--- src/rtl/dmi_ctrl_pkg.sv ---
// rtl/dmi_ctrl_pkg.sv - DMI op/status codes, default address width and controller state encodings
package dmi_ctrl_pkg;

    localparam int DMI_ABITS = 7;

    localparam logic [1:0] DMI_OP_NOP   = 2'd0;
    localparam logic [1:0] DMI_OP_READ  = 2'd1;
    localparam logic [1:0] DMI_OP_WRITE = 2'd2;

    localparam logic [1:0] DMI_STAT_OK     = 2'd0;
    localparam logic [1:0] DMI_STAT_FAILED = 2'd2;
    localparam logic [1:0] DMI_STAT_BUSY   = 2'd3;

    typedef enum logic [1:0] {
        DMI_ST_IDLE = 2'd0,
        DMI_ST_REQ  = 2'd1,
        DMI_ST_RESP = 2'd2
    } dmi_state_e;

endpackage

--- src/rtl/dmi_ctrl.sv ---
// rtl/dmi_ctrl.sv - DTM-side DMI transaction controller, one outstanding DM request, sticky dmistat
// Optional request/response timeout enabled by defining DMI_TIMEOUT_EN.
module dmi_ctrl
    import dmi_ctrl_pkg::*;
#(
    parameter int ABITS          = DMI_ABITS,
    parameter int TIMEOUT_CYCLES = 1024
) (
    input  logic               sys_clk,
    input  logic               sys_rstn,
    input  logic               dmi_update,
    input  logic [ABITS-1:0]   dmi_wr_addr,
    input  logic [31:0]        dmi_wr_data,
    input  logic [1:0]         dmi_wr_op,
    input  logic               dmi_capture,
    output logic [ABITS+33:0]  dmi_rd_bits,
    input  logic               dmireset,
    input  logic               dmihardreset,
    output logic [1:0]         dmistat,
    output logic               dtm_req_valid,
    input  logic               dtm_req_ready,
    output logic [ABITS+33:0]  dtm_req_bits,
    input  logic               dm_resp_valid,
    output logic               dm_resp_ready,
    input  logic [33:0]        dm_resp_bits
);

    dmi_state_e         state_q, state_d;
    logic [ABITS-1:0]   req_addr_q, req_addr_d;
    logic [31:0]        req_data_q, req_data_d;
    logic [1:0]         req_op_q, req_op_d;
    logic [31:0]        last_data_q, last_data_d;
    logic [1:0]         dmistat_q, dmistat_d;
    logic [ABITS+33:0]  rd_bits_q, rd_bits_d;
    logic               busy;
    logic               resp_taken;

`ifdef DMI_TIMEOUT_EN
    localparam int CNT_W = $clog2(TIMEOUT_CYCLES);
    logic [CNT_W-1:0]   cnt_q, cnt_d;
`endif

    always_comb begin
        state_d     = state_q;
        req_addr_d  = req_addr_q;
        req_data_d  = req_data_q;
        req_op_d    = req_op_q;
        last_data_d = last_data_q;
        dmistat_d   = dmistat_q;
        rd_bits_d   = rd_bits_q;
        busy        = (state_q != DMI_ST_IDLE);
        resp_taken  = 1'b0;
`ifdef DMI_TIMEOUT_EN
        cnt_d       = cnt_q;
`endif

        if (dmi_capture) begin
            rd_bits_d = {req_addr_q, last_data_q, busy ? DMI_STAT_BUSY : dmistat_q};
        end

        case (state_q)
            DMI_ST_IDLE: begin
                if (dmi_update && !dmireset && !dmihardreset && dmistat_q == DMI_STAT_OK &&
                    (dmi_wr_op == DMI_OP_READ || dmi_wr_op == DMI_OP_WRITE)) begin
                    req_addr_d = dmi_wr_addr;
                    req_data_d = dmi_wr_data;
                    req_op_d   = dmi_wr_op;
                    // A write reports its own scanned data on the next capture
                    if (dmi_wr_op == DMI_OP_WRITE) begin
                        last_data_d = dmi_wr_data;
                    end
                    state_d = DMI_ST_REQ;
`ifdef DMI_TIMEOUT_EN
                    cnt_d = '0;
`endif
                end
            end
            DMI_ST_REQ: begin
                if (dtm_req_ready) begin
                    state_d = DMI_ST_RESP;
                end
            end
            DMI_ST_RESP: begin
                if (dm_resp_valid) begin
                    resp_taken = 1'b1;
                    if (req_op_q == DMI_OP_READ) begin
                        last_data_d = dm_resp_bits[33:2];
                    end
                    if (dm_resp_bits[1:0] != 2'd0 && dmistat_q == DMI_STAT_OK) begin
                        dmistat_d = DMI_STAT_FAILED;
                    end
                    state_d = DMI_ST_IDLE;
                end
            end
            default: state_d = DMI_ST_IDLE;
        endcase

        if (busy && (dmi_update || dmi_capture) && dmistat_q == DMI_STAT_OK) begin
            dmistat_d = DMI_STAT_BUSY;
        end

`ifdef DMI_TIMEOUT_EN
        if (busy) begin
            cnt_d = cnt_q + 1'b1;
            // A response landing in the expiry cycle completes normally
            if (cnt_q == CNT_W'(TIMEOUT_CYCLES - 1) && !resp_taken) begin
                state_d = DMI_ST_IDLE;
                if (dmistat_q == DMI_STAT_OK) begin
                    dmistat_d = DMI_STAT_FAILED;
                end
            end
        end
`endif

        if (dmireset) begin
            dmistat_d = DMI_STAT_OK;
        end
        if (dmihardreset) begin
            state_d   = DMI_ST_IDLE;
            dmistat_d = DMI_STAT_OK;
        end
    end

    always_ff @(posedge sys_clk or negedge sys_rstn) begin
        if (!sys_rstn) begin
            state_q     <= DMI_ST_IDLE;
            req_addr_q  <= '0;
            req_data_q  <= '0;
            req_op_q    <= '0;
            last_data_q <= '0;
            dmistat_q   <= DMI_STAT_OK;
            rd_bits_q   <= '0;
`ifdef DMI_TIMEOUT_EN
            cnt_q       <= '0;
`endif
        end else begin
            state_q     <= state_d;
            req_addr_q  <= req_addr_d;
            req_data_q  <= req_data_d;
            req_op_q    <= req_op_d;
            last_data_q <= last_data_d;
            dmistat_q   <= dmistat_d;
            rd_bits_q   <= rd_bits_d;
`ifdef DMI_TIMEOUT_EN
            cnt_q       <= cnt_d;
`endif
        end
    end

    assign dtm_req_valid = (state_q == DMI_ST_REQ);
    assign dm_resp_ready = (state_q == DMI_ST_RESP);
    assign dtm_req_bits  = {req_addr_q, req_data_q, req_op_q};
    assign dmistat       = dmistat_q;
    assign dmi_rd_bits   = rd_bits_q;

endmodule

--- config.mk ---
export PLATFORM = sky130hd
export DESIGN_NAME = dmi_ctrl
export DESIGN_NICKNAME = d
export VERILOG_FILES = /design/src/rtl/dmi_ctrl_pkg.sv /design/src/rtl/dmi_ctrl.sv
export SDC_FILE = /design/constraint.sdc
export NUM_CORES = 1
export LEC_CHECK = 0
export CORE_UTILIZATION = 45
export DETAILED_ROUTE_END_ITERATION = 10
export PLACE_DENSITY = 0.88
export SLEW_MARGIN = 20
export SYNTH_ARGS = -nofsm -noshare
export SYNTH_HDL_FRONTEND = slang
export SYNTH_SLANG_ARGS = --single-unit
--- constraint.sdc ---
create_clock -name sys_clk -period 2 [get_ports sys_clk]
set_clock_uncertainty 0.15 [all_clocks]
set_input_delay 0.5 -clock sys_clk [delete_from_list [all_inputs] [get_ports sys_clk]]
set_output_delay 0.5 -clock sys_clk [all_outputs]
set_load 0.05 [all_outputs]
==> key figures <==
Pwr
  – Clock power frac: 0.303
  – Leak: ~0.0033 uW
  – Net switching power: 3710 uW
  – Power density over the cells: ~1400 mW/mm2
  – Maximum vdd ir drop: roughly 0.75 mV
  – Sw frac: 0.372
  – Share of total power in sequential cells: 0.341
  – Tot Pwr: 9980 uW
  – Internal Pwr Total: 6270 uW
  – Combinational share of power: 0.356

STA
  – Final number of max-transition violations: 0
  – Tightest slew margin relative to the limit: 0.707
  – Max Clock Freq: slightly above 500 MHz
  – Final setup viols: 0
  – Setup Total Neg Slack: 0 ns
  – Final setup margin: between 0.02 and 0.025 ns
  – Slew of the pin with the lowest slew margin: approximately 0.44 ns
  – Final-report hold violation count: 0
  – Final period util: 0.988
  – Final critical path time including I/O delays and setup: 1.98 ns

Logic synthesis
  – Number of flops mapped to enable cells by yosys: 0
  – Leading register cell type out of synthesis: dfrtp_1
  – Total standard cell area after synthesis: slightly below 0.005 mm2
  – Number of nets in the synthesized netlist: between 400 and 500
  – Count of mapped cells out of synthesis: 350
  – Post-synthesis cell type count: 25
  – Warnings, synthesis: 0
  – Asr flop ratio synth: 1.00
  – Flop and latch count out of synthesis: ~120
  – Sequential area share after synthesis: 0.611
  – Synth Area per Inst: ~14 um2

Drt
  – DR iter-0 viols: 161
  – Detail Route Antenna Nets: 0
  – Remaining design rule violation count: 0
  – Vias after detailed routing: about 3600
  – Detail-routed net length per standard cell: ~19 um
  – Number of optimization iterations in the first detailed-route pass: 5
  – Total Routed Length: 12800 um
  – Average vias per placed instance: between 5 and 6

Global routing
  – Total congestion overflow after global routing: 0
  – First-pass GRT wire length: between 20000 and 25000 um
  – Number of antenna violations at the first check in global routing: 0
  – Global routing usage summed across all routing layers: 0.235
  – Via count of the first global-routing pass: between 3000 and 4000
  – Pin count of the biggest net entering global routing: 44

Setup path
  – CP max FO: 8
  – Data required time of the worst path: approximately 2.3 ns
  – Worst EP arrival: 2.24 ns
  – Crit start category: input port
  – Worst setup EP type: register
  – Reg2Reg Depth: 6
  – Reg-to-reg critical path startpoint: state_q[1]
  – Register-to-register setup slack: about 0.060 ns
  – Path type of the worst setup path: in -> reg
  – Capturing point of the worst reg2reg path: last_data_q[3]

Finish
  – Post-layout instance area: between 0.007 and 0.008 mm2
  – Total Nets Final: 630
  – Fraction of final layout cells with drive strength greater than 1: 0.455
  – Area Overhead vs Synth: 52.8%
  – Fin cells: 694
  – FILL cells: 712
  – Count of inserted antenna diode cells: 0

CTS
  – Insertion delay of the later-clocked pin in the worst-skew pair: 0.51 ns
  – Clock tree from TritonCTS: yes
  – Clock slew at the register clock pins of the worst setup and hold paths: around 0.06 ns
  – Buffer cell driving the clock tree root: clkbuf_8
  – H-tree levels: 4
  – Number of buffers created by CTS: 17
  – Number of buffers on the longest clock path: 2
  – Number of clock sinks: between 100 and 150

Place
  – Total placed cells including tap cells: 656
  – PortBufs: between 150 and 200
  – Placement Setup Slack: -0.664 ns
  – Instance area at placement: about 0.0066 mm2
  – Routability Congestion: 0.802
  – Sum of net half-perimeters after detailed placement: 8880 um

Hold path
  – Worst Hold End: req_op_q[0]
  – Hold path cells: 2
  – Kind of path behind the tightest hold check: in -> reg
  – Startpoint of the tightest hold check path: dmi_wr_op[0]

Run status
  – Run status: completed

Floorplan
  – FP Rows: 37
  – Total Die Area: roughly 0.011 mm2
  – Die height: ~110 um
  – Core Area: just over 0.01 mm2
  – Starting density of the core: 0.466
  – Top-Level Pins: roughly 170
  – DIE WIDTH: 106 um

Job
  – Max capacitance violation total: 0
==> how the worst max path moves through the flow <==
stage,start,depth (start not counted),slack (ns),endpoint
2_1_floorplan,dmistat[1],6,0.007,req_data_q[6]
3_3_place_gp,dmi_wr_op[0],7,-0.52,last_data_q[7]
3_5_place_dp,dmi_wr_op[0],7,-0.66,last_data_q[5]
4_1_cts,dmi_wr_op[0],7,0.001,last_data_q[24]
5_1_grt,dmi_wr_op[1],6,-0.006,last_data_q[30]
6_report,dmi_wr_op[1],6,0.02,last_data_q[30]
==> per-layer routing <==
layer | share of wire | up-vias | global-route usage
li1 | - | 1663 | -
met1 | 0.43 | 1864 | 0.296
met2 | 0.52 | 108 | 0.403
met3 | 0.042 | 12 | 0.0575
met4 | 0.0094 | 0 | 0.0675
met5 | 0 | - | 0
==> state kept, by name, summed over array words and instances, names as in the netlist <==
name	count
dmi_rd_bits	41
dmistat	2
last_data_q	32
req_addr_q	7
req_data_q	32
req_op_q	2
state_q	2
==> cell usage after synthesis, types with 3 or more instances <==
| cell type | number | area (um2) |
|---|---|---|
| nor3_1 | 6 | 30.0 |
| mux2i_1 | 32 | 320 |
| a21oi_1 | 3 | 15.0 |
| buf_6 | 5 | 56.3 |
| clkbuf_2 | 3 | 15.0 |
| nor2_1 | 7 | 26.3 |
| o21ai_0 | 64 | 320 |
| dfrtp_1 | 118 | 2950 |
| buf_1 | 5 | 18.8 |
| mux2_2 | 79 | 890 |
| clkbuf_1 | 10 | 37.5 |
==> kinds of logic (layout without fill, tap and decap cells) <==
kind of cell               after synthesis  after routing  synth area share
muxes                                  113            113             0.256
and+or+nand+nor                         24             27            0.0300
DFF                                    118            118             0.611
buffers and inverters                   26            231            0.0295
adders and majority gates                1              1           0.00259
AOI/OAI and AO/OA                       68             68            0.0709
==> through the flow <==
step	hold slack, ns	util
floorplan	0.0544	-
global placement	0.273	0.640
detailed placement	0.275	0.640
CTS	0.191	0.706
global route	0.152	0.712
finish	0.144	0.712
==> repair_timing <==
action	CTS	global route
pin swaps	6	11
buffers inserted	3	0
hold buffers	1	0
endpoints found under the setup margin	34	33
resized for setup	24	45
hold endpoints to repair	21	0
gates cloned	2	1
==> critical path, stage by stage <==
cell,delay [ns]
clkdlybuf4s50_1,0.53
ha_4,0.23
nor4bb_4,0.31
a21oi_4,0.15
or2_4,0.32
o21ai_0,0.20
==> placed cells by master (no fill, tap or decap) <==
master and n:
clkdlybuf4s50_1 79, mux2i_1 32, nor3_1 6, dlygate4sd3_1 1, dfrtp_2 2, buf_2 1
clkbuf_16 16, o21ai_1 27, nand3b_1 1, dfrtp_1 116, and4b_1 1, mux2_2 79
a21oi_1 2, buf_6 3, inv_1 1, nand2b_4 1, inv_2 1, a22oi_1 1
mux2_4 2, buf_4 105, bufinv_16 3, clkbuf_1 3, a21oi_4 1, nor2b_2 2
o21ai_2 14, ha_4 1, clkbuf_8 4, nand2_1 1, clkinvlp_4 3, nor4_1 2
or2_4 4, nor2_1 7, clkinv_2 2, nor4_2 1, dlymetal6s2s_1 1, o21ai_0 23
buf_12 8, nor4bb_4 1
==> area by class of cell <==
type | count | area (um2) | share of cell area
sequential | 118 | 2960 | 0.400
multi-input combinational | 209 | 1870 | 0.252
timing repair buffer | 198 | 1800 | 0.244
clock buffer | 23 | 467 | 0.0632
tap | 136 | 170 | 0.0230
clock inverter | 8 | 123 | 0.0166
inverter | 2 | 7.51 | 0.00102
==> power by group through the flow <==
stage	Clock, uW	Combinational [uW]	Sequential [uW]
6_report	3020	3560	3400
3_5_place_dp	0	3500	3430
3_3_place_gp	0	3430	3390
5_1_grt	3190	3690	3470
2_1_floorplan	0	616	5010
4_1_cts	3050	3530	3400
Note: power is estimated with default switching activity, not from simulation.
